$ cat src/rtl/usb_frame_parser.sv
// usb_frame_parser: splits the openHPSDR protocol-1 512-byte USB frame stream
// (3 sync bytes, 5 C&C bytes, 63 eight-byte sample slots) into one command
// strobe per frame and one TX sample strobe per slot.
module usb_frame_parser #(
  parameter logic [7:0] SYNC_BYTE = 8'h7F,
  parameter int         SLOTS     = 63,
  parameter int         TIMEOUT   = 1024
) (
  input  logic        rx_clock,
  input  logic        rx_reset,
  input  logic [7:0]  rx_data,
  input  logic        rx_enable,
  output logic        cmd_valid,
  output logic [6:0]  cmd_addr,
  output logic        cmd_ptt,
  output logic [31:0] cmd_data,
  output logic        smp_valid,
  output logic [15:0] smp_left,
  output logic [15:0] smp_right,
  output logic [15:0] smp_i,
  output logic [15:0] smp_q,
  output logic        in_sync,
  output logic [7:0]  sync_err_cnt,
  output logic [15:0] frame_cnt
);

  localparam int SLOT_W = (SLOTS > 1) ? $clog2(SLOTS) : 1;
  localparam int IDLE_W = (TIMEOUT > 1) ? $clog2(TIMEOUT) : 1;

  typedef enum logic [2:0] {
    ST_HUNT = 3'd0,
    ST_S1   = 3'd1,
    ST_S2   = 3'd2,
    ST_CC   = 3'd3,
    ST_DATA = 3'd4,
    ST_S0   = 3'd5
  } state_t;

  state_t              state_q, state_d;
  logic [2:0]          cc_idx_q, cc_idx_d;
  logic [2:0]          byte_idx_q, byte_idx_d;
  logic [SLOT_W-1:0]   slot_q, slot_d;
  logic [IDLE_W-1:0]   idle_q, idle_d;
  logic [31:0]         cc_sr_q, cc_sr_d;
  logic [55:0]         slot_sr_q, slot_sr_d;
  logic                cmd_valid_q, cmd_valid_d;
  logic [6:0]          cmd_addr_q, cmd_addr_d;
  logic                cmd_ptt_q, cmd_ptt_d;
  logic [31:0]         cmd_data_q, cmd_data_d;
  logic                smp_valid_q, smp_valid_d;
  logic [15:0]         smp_left_q, smp_left_d;
  logic [15:0]         smp_right_q, smp_right_d;
  logic [15:0]         smp_i_q, smp_i_d;
  logic [15:0]         smp_q_q, smp_q_d;
  logic                in_sync_q, in_sync_d;
  logic [7:0]          err_cnt_q, err_cnt_d;
  logic [15:0]         frame_cnt_q, frame_cnt_d;

  logic                sync_err;
  logic                sync_match;
  logic [39:0]         cc_word;
  logic [63:0]         slot_word;
  logic [15:0]         lane [4];

  assign sync_match = (rx_data == SYNC_BYTE);
  // The C&C and slot words as they will look once the current byte is shifted in.
  assign cc_word    = {cc_sr_q, rx_data};
  assign slot_word  = {slot_sr_q, rx_data};

  // Slot word lanes in wire order: left, right, I, Q (each high byte first).
  genvar gi;
  generate
    for (gi = 0; gi < 4; gi++) begin : g_lane
      assign lane[gi] = slot_word[63-16*gi -: 16];
    end
  endgenerate

  // Next-state, field capture, strobes, idle timeout and error accounting.
  always_comb begin
    state_d     = state_q;
    cc_idx_d    = cc_idx_q;
    byte_idx_d  = byte_idx_q;
    slot_d      = slot_q;
    idle_d      = idle_q;
    cc_sr_d     = cc_sr_q;
    slot_sr_d   = slot_sr_q;
    cmd_valid_d = 1'b0;
    cmd_addr_d  = cmd_addr_q;
    cmd_ptt_d   = cmd_ptt_q;
    cmd_data_d  = cmd_data_q;
    smp_valid_d = 1'b0;
    smp_left_d  = smp_left_q;
    smp_right_d = smp_right_q;
    smp_i_d     = smp_i_q;
    smp_q_d     = smp_q_q;
    frame_cnt_d = frame_cnt_q;
    err_cnt_d   = err_cnt_q;
    sync_err    = 1'b0;

    if (rx_enable) begin
      idle_d = '0;
      case (state_q)
        ST_HUNT: begin
          if (sync_match) state_d = ST_S1;
        end
        ST_S1: begin
          if (sync_match) state_d = ST_S2;
          else begin
            state_d  = ST_HUNT;
            sync_err = 1'b1;
          end
        end
        ST_S2: begin
          if (sync_match) begin
            state_d  = ST_CC;
            cc_idx_d = 3'd0;
          end else begin
            state_d  = ST_HUNT;
            sync_err = 1'b1;
          end
        end
        ST_CC: begin
          cc_sr_d = cc_word[31:0];
          if (cc_idx_q == 3'd4) begin
            cmd_valid_d = 1'b1;
            cmd_addr_d  = cc_word[39:33];
            cmd_ptt_d   = cc_word[32];
            cmd_data_d  = cc_word[31:0];
            state_d     = ST_DATA;
            cc_idx_d    = 3'd0;
            byte_idx_d  = 3'd0;
            slot_d      = '0;
          end else begin
            cc_idx_d = cc_idx_q + 3'd1;
          end
        end
        ST_DATA: begin
          slot_sr_d = slot_word[55:0];
          if (byte_idx_q == 3'd7) begin
            smp_valid_d = 1'b1;
            smp_left_d  = lane[0];
            smp_right_d = lane[1];
            smp_i_d     = lane[2];
            smp_q_d     = lane[3];
            byte_idx_d  = 3'd0;
            if (slot_q == SLOT_W'(SLOTS - 1)) begin
              state_d     = ST_S0;
              slot_d      = '0;
              frame_cnt_d = frame_cnt_q + 16'd1;
            end else begin
              slot_d = slot_q + 1'b1;
            end
          end else begin
            byte_idx_d = byte_idx_q + 3'd1;
          end
        end
        ST_S0: begin
          if (sync_match) state_d = ST_S1;
          else begin
            state_d  = ST_HUNT;
            sync_err = 1'b1;
          end
        end
        default: state_d = ST_HUNT;
      endcase
    end else if (state_q != ST_HUNT && state_q != ST_S0) begin
      // A stalled mid-frame stream is abandoned once the idle budget runs out.
      if (idle_q == IDLE_W'(TIMEOUT - 1)) begin
        state_d    = ST_HUNT;
        sync_err   = 1'b1;
        idle_d     = '0;
        cc_idx_d   = 3'd0;
        byte_idx_d = 3'd0;
        slot_d     = '0;
      end else begin
        idle_d = idle_q + 1'b1;
      end
    end

    if (sync_err && err_cnt_q != 8'hFF) err_cnt_d = err_cnt_q + 8'd1;
    in_sync_d = (state_d != ST_HUNT);
  end

  // State and output registers; reset discards any partial frame.
  always_ff @(posedge rx_clock) begin
    if (rx_reset) begin
      state_q     <= ST_HUNT;
      cc_idx_q    <= '0;
      byte_idx_q  <= '0;
      slot_q      <= '0;
      idle_q      <= '0;
      cc_sr_q     <= '0;
      slot_sr_q   <= '0;
      cmd_valid_q <= 1'b0;
      cmd_addr_q  <= '0;
      cmd_ptt_q   <= 1'b0;
      cmd_data_q  <= '0;
      smp_valid_q <= 1'b0;
      smp_left_q  <= '0;
      smp_right_q <= '0;
      smp_i_q     <= '0;
      smp_q_q     <= '0;
      in_sync_q   <= 1'b0;
      err_cnt_q   <= '0;
      frame_cnt_q <= '0;
    end else begin
      state_q     <= state_d;
      cc_idx_q    <= cc_idx_d;
      byte_idx_q  <= byte_idx_d;
      slot_q      <= slot_d;
      idle_q      <= idle_d;
      cc_sr_q     <= cc_sr_d;
      slot_sr_q   <= slot_sr_d;
      cmd_valid_q <= cmd_valid_d;
      cmd_addr_q  <= cmd_addr_d;
      cmd_ptt_q   <= cmd_ptt_d;
      cmd_data_q  <= cmd_data_d;
      smp_valid_q <= smp_valid_d;
      smp_left_q  <= smp_left_d;
      smp_right_q <= smp_right_d;
      smp_i_q     <= smp_i_d;
      smp_q_q     <= smp_q_d;
      in_sync_q   <= in_sync_d;
      err_cnt_q   <= err_cnt_d;
      frame_cnt_q <= frame_cnt_d;
    end
  end

  assign cmd_valid    = cmd_valid_q;
  assign cmd_addr     = cmd_addr_q;
  assign cmd_ptt      = cmd_ptt_q;
  assign cmd_data     = cmd_data_q;
  assign smp_valid    = smp_valid_q;
  assign smp_left     = smp_left_q;
  assign smp_right    = smp_right_q;
  assign smp_i        = smp_i_q;
  assign smp_q        = smp_q_q;
  assign in_sync      = in_sync_q;
  assign sync_err_cnt = err_cnt_q;
  assign frame_cnt    = frame_cnt_q;

endmodule

$ cat config.mk
export PLATFORM = sky130hd
export DESIGN_NAME = usb_frame_parser
export DESIGN_NICKNAME = d
export VERILOG_FILES = /design/src/rtl/usb_frame_parser.sv
export SDC_FILE = /design/constraint.sdc
export NUM_CORES = 1
export LEC_CHECK = 0
export CORE_MARGIN = 8
export CORE_UTILIZATION = 46
export CTS_BUF_LIST = sky130_fd_sc_hd__clkbuf_8
export CTS_CLUSTER_SIZE = 20
export DETAILED_ROUTE_END_ITERATION = 10
export GPL_TIMING_DRIVEN = 0
export PLACE_DENSITY = 0.7
export SLEW_MARGIN = 20
export SYNTH_ARGS = -nofsm -noshare
export SYNTH_HDL_FRONTEND = slang
export SYNTH_SLANG_ARGS = --single-unit
$ cat constraint.sdc
create_clock -name rx_clock -period 5.32 [get_ports rx_clock]
set_input_delay 1.064 -clock rx_clock [delete_from_list [all_inputs] [get_ports rx_clock]]
set_output_delay 1.064 -clock rx_clock [all_outputs]
set_load 0.01 [all_outputs]
* Yosys cells after proc, flatten, opt, wreduce, memory -nomap -nowiden *
Index checks and enable logic that the tools add are counted.
W data, S select, Z words.

cells by class
  add/subtract/negate cells = 6
  equality and inequality tests = 17
  multiplexer cells = 36
  bitwise gates (word level) = 3
  reduce and logical (&&, ||, !) cells = 19

operators with widths
  operator                 count
  $mux W3                  15
  $mux W6                  6
  $pmux W3 S6              1
  $add A16 B1 Y16 const B  1
  $eq A3 B3 Y1 const B     4
  $ne A3 B3 Y1 const B     4
  $pmux W3 S2              2
  $pmux W6 S2              1
  $reduce_and A4 Y1        3
  $add A10 B1 Y10 const B  1
  $eq A10 B10 Y1 const B   1
  $mux W10                 1
  $reduce_or A3 Y1         3
  $add A8 B1 Y8 const B    1
  $eq A8 B7 Y1 const B     1
  $mux W1                  8
  $ne A8 B8 Y1 const B     1
  $add A3 B1 Y3 const B    2
  $add A6 B1 Y6 const B    1
  $eq A3 B2 Y1 const B     2
  $eq A6 B6 Y1 const B     1
  $ne A3 B1 Y1 const B     2
  $reduce_and A3 Y1        2
  $reduce_bool A3 Y1       2
  other kinds (9)          15

word-level totals
  bits in registers = 244
  input port bits = 11
  output and inout bits = 131
  logic and storage cells = 100

* Depth between registers and ports, before layout *
  depth after elaboration = 6
  gate-level depth with buffers = 8
  mapped depth without buffers = 7

* Worst setup path before layout *
Ideal clock, no wire load.

  path kind = in2reg
  start point = in rx_enable
  end point = reg slot_q[1]
  arrival = 2390 ps
  data required time = 5250 ps
  slack = 2860 ps
  stages = 7
  buffers on the path = 2
  cells stage by stage = buf_2 > nand4bb_1 > clkbuf_1 > nor2_1 > a211o_1 > or4_1 > a21oi_1

on the way
  cells in the longest elaborated chain, start to end = 2
  elaborated cells between the ends (all ways) = 7
  those cells by class = eq/ne: 3; mux: 1; reduce/logical: 3

ends and longest elaborated chain
  item                                                   RTL line  text
  start: declaration                                     12        input logic rx_enable,
  $ne A3 B3 Y1 (no source line) (tied with other cells)  -
  $reduce_and A5 Y1 (no source line)                     -
  end signal: assignment                                 210       slot_q <= slot_d;
  end: declaration                                       42        logic [SLOT_W-1:0] slot_q, slot_d;

Several ways; a longest one is shown, not always the timed one.
A chain may end at the register's enable or synchronous reset.

* Final worst setup path *
  start point = in rx_data[7]
  end point = reg err_cnt_q[5], in the netlist sync_err_cnt[5]

on the way
  cells in the longest elaborated chain, start to end = 5

ends and longest elaborated chain
  item                    RTL line       text
  start: declaration      11             input logic [7:0] rx_data,
  $eq A8 B7 Y1            65             assign sync_match = (rx_data == SYNC_BYTE);
  $mux W1                 107, 114, 158
  $mux W1                 -
  $mux W1                 100            if (rx_enable) begin
  $logic_and A1 B1 Y1     180            if (sync_err && err_cnt_q != 8'hFF) err_cnt_d = err_cnt_q + 8'd1;
  end signal: assignment  224            err_cnt_q <= err_cnt_d;
  end: declaration        56             logic [7:0] err_cnt_q, err_cnt_d;

No other way between the ends.

==> flow_metrics.env <==
export IMPL_status="completed"
export IMPL_clk_pin_slew_ns=0.06
export IMPL_worstSetupStartpointType="primary input"
export IMPL_synth_area_um2=9231
export IMPL_ctsResizeCount=0
export IMPL_synth_most_common_cell="nand2_1"
export IMPL_start_util=0.4622
export IMPL_cts_sinks=244
export IMPL_finalSetupViolCount=0
export IMPL_crit_family="buffers and inverters"
export IMPL_synthToLayoutAreaGrowth_pct=27.72
export IMPL_drt_iter0_drc=431
export IMPL_synth_cell_types=53
export IMPL_max_freq_mhz=357.1
export IMPL_post_route_min_period_ns=2.801
export IMPL_worstMarginPinSlew_ns=0.7720
export IMPL_antenna_cells=0
export IMPL_design_core_area_um2=19970
export IMPL_grt_max_degree=11
export IMPL_grt_usage=0.1926
export IMPL_power_switching_mw=0.7774
export IMPL_path_depth=7
export IMPL_clk_latency_ns=0.54
export IMPL_num_rows=52
export IMPL_ir_drop_v=0.0002197
export IMPL_place_gp_congestion=0.8416
export IMPL_cp_cell_sequence="clkdlybuf4s50_1 -> nand4b_1 -> o22ai_1 -> o2bb2ai_1 -> buf_2 -> nor4_1 -> mux2_2"
export IMPL_slew_headroom=0.4853
export IMPL_ys_seq_area_frac=0.5291
export IMPL_postSynthCellCount=1154
export IMPL_p_per_area_nw_per_um2=302.3
export IMPL_cts_max_level=2
export IMPL_startpoint="rx_data[7]"
export IMPL_synth_async_sr_flop_share=0
export IMPL_port_buffers=139
export IMPL_drv_slew=0
export IMPL_critPathCapture="sync_err_cnt[5]$_SDFFE_PP0P_"
export IMPL_crit_required_ns=5.74
export IMPL_fill_cells=1832
export IMPL_rsz0062_at_grt="no"
export IMPL_p_sw_frac=0.2182
export IMPL_multi_input_area_um2=3959
export IMPL_grt_pass1_vias=7915
export IMPL_critical_path_class="primary input to flop"
export IMPL_cp_slowest_cell="clkdlybuf4s50_1"
export IMPL_synth_seq_cells=244
export IMPL_grt_ovfl_total=0
export IMPL_drive_gt1_frac=0.06007
export IMPL_r2r_start="state_q[1]$_SDFF_PP0_"
export IMPL_syn_nets=1174
export IMPL_yosysWarnings=0
export IMPL_totalPowerFinal_mw=3.564
export IMPL_synth_top_cell_area_share=0.5291
export IMPL_dieArea_um2=24860
export IMPL_tritoncts="built"
export IMPL_synthFlopType="dfxtp_1"
export IMPL_cts_hold_buf=0
export IMPL_combPwrFrac=0.019
export IMPL_internal_power_mw=2.786
export IMPL_seq_power_share=0.513
export IMPL_die_w_um=157.7
export IMPL_synth_edff_count=0
export IMPL_wl_per_cell_um=14.83
export IMPL_max_cap_violations=0
export IMPL_die_h_um=157.7
export IMPL_r2r_slack_ns=3.27
export IMPL_num_io_pins=142
export IMPL_ys_top_cells_by_area="dfxtp_1 (53%), nand2_1 (17%), a21oi_1 (12%)"
export IMPL_wirelength_mm=24.24
export IMPL_grt_pass1_wl_mm=39.05
export IMPL_r2r_end="sync_err_cnt[5]$_SDFFE_PP0P_"
export IMPL_clockBufferDepth=3
export IMPL_final_seq_area_um2=4885
export IMPL_p_leak_nw=3.903
export IMPL_synth_avg_cell_area_um2=7.999
export IMPL_crit_buf_inv=2
export IMPL_cts_buffers=40
export IMPL_max_stage_delay_ns=0.68
export IMPL_endpoint_kind="flop"
export IMPL_num_vias=8308
export IMPL_fin_setup_tns_ns=0
export IMPL_vias_per_cell=5.081
export IMPL_grt_antenna_before_repair=0
export IMPL_whs_ns=0.4519
export IMPL_clkPwrFrac=0.468
export IMPL_hold_violations=0
export IMPL_drt_first_pass_iters=5
export IMPL_synth_largest_area_cell="dfxtp_1"
export IMPL_skew_ns=0.01392
export IMPL_cp_max_fo=10
export IMPL_dp_hpwl_mm=17.19
export IMPL_postCtsSetupBuffers=0
export IMPL_synth_common_cells="nand2_1 (408), dfxtp_1 (244), a21oi_1 (215), clkbuf_1 (58), nor2_1 (30)"
export IMPL_rr_worst_depth=7
export IMPL_cts_root_buf="clkbuf_8"
export IMPL_ant_nets=0
export IMPL_hold_path_class="flop to flop"
export IMPL_fin_crit_sh=0.5264
export IMPL_cp_arrival_ns=3.22
export IMPL_nNetsFinal=1355
export IMPL_drc=0
==> cell usage in the layout, fill, tap and decap left out, types with 11 or more instances in the layout <==
cell	n
nor3_1	11
buf_2	16
nand2_1	408
inv_1	29
nor2_1	30
clkdlybuf4s50_1	139
a21oi_1	215
clkbuf_8	50
clkbuf_1	58
dfxtp_1	244
xnor2_1	18
nand3_1	15
==> sequential cells by signal, summed over array words and instances, names as in the netlist, 6 cells and up <==
| name | cells |
|---|---|
| smp_right | 16 |
| idle_q | 10 |
| slot_q | 6 |
| cmd_data | 32 |
| smp_q | 16 |
| smp_left | 16 |
| cc_sr_q | 32 |
| sync_err_cnt | 8 |
| slot_sr_q | 56 |
| cmd_addr | 7 |
| frame_cnt | 16 |
| smp_i | 16 |
==> area by class of cell <==
cell class / instances / share of cell area
Sequential cell: 244 / 0.4143
Clock inverter: 22 / 0.01199
Buffer: 83 / 0.02940
Clock buffer: 50 / 0.05837
Multi-Input combinational cell: 816 / 0.3358
Inverter: 11 / 0.003502
Tap cell: 270 / 0.02865
Timing Repair Buffer: 139 / 0.1180
==> power groups by stage <==
stage          clock (mW)  combinational, mW  sequential [mW]
5_1_grt              1.79             0.0736             1.83
3_5_place_dp            0             0.0673             1.87
6_report             1.67             0.0680             1.83
4_1_cts              1.71             0.0675             1.83
3_3_place_gp            0             0.0671             1.87
2_1_floorplan           0             0.0343             1.87
==> how the worst min path moves through the flow <==
| stage | startpoint | to | slack [ns] | cells after the start |
|---|---|---|---|---|
| 2_1_floorplan | cc_sr_q[25]$_SDFFE_PP0P_ | cmd_addr[0]$_SDFFE_PP0P_ | 0.43 | 2 |
| 3_3_place_gp | slot_sr_q[50]$_SDFFE_PP0P_ | smp_left[10]$_SDFFE_PP0P_ | 0.44 | 2 |
| 3_5_place_dp | slot_sr_q[50]$_SDFFE_PP0P_ | smp_left[10]$_SDFFE_PP0P_ | 0.44 | 2 |
| 4_1_cts | slot_sr_q[50]$_SDFFE_PP0P_ | smp_left[10]$_SDFFE_PP0P_ | 0.45 | 2 |
| 5_1_grt | cmd_addr[3]$_SDFFE_PP0P_ | cmd_addr[3]$_SDFFE_PP0P_ | 0.46 | 2 |
| 6_report | slot_sr_q[51]$_SDFFE_PP0P_ | smp_left[11]$_SDFFE_PP0P_ | 0.45 | 2 |
==> per-layer routing <==
metal	GRT usage	vias to the layer above	routed length [um]
met5	0	-	0
met4	0.05802	0	476
met3	0.05023	46	1799
met2	0.2973	221	10650
met1	0.2589	3848	11310
li1	-	4193	-
==> through the flow <==
step	utilization	instances	worst slack (ns)	cell area, um2
floorplan	-	1154	2.860	9231
global placement	0.5487	1563	1.992	10960
detailed placement	0.5487	1563	2.019	10960
CTS	0.5903	1635	2.561	11790
global route	0.5903	1635	2.419	11790
finish	0.5903	1635	2.519	11790
==> logic make-up (layout without fill, tap and decap cells) <==
family,Yosys count,count (layout),synth area share
multiplexers,2,2,0.002304
adder cells (fa/ha/maj),9,9,0.01220
AO/OA/AOI/OAI,254,254,0.1477
AND/OR/NAND/NOR,525,525,0.2419
buffers and inverters,94,305,0.04202
flip-flops,244,244,0.5291
XOR/XNOR,26,26,0.02467
==> worst reg2reg max path, stage by stage (launching register included) <==
cell and delay, ns:
dfxtp_1 0.33, buf_2 0.22, nor3b_1 0.20, o22ai_1 0.11
o2bb2ai_1 0.20, buf_2 0.22, nor4_1 0.29, mux2_2 0.37
Note: power is estimated with default switching activity, not from simulation.
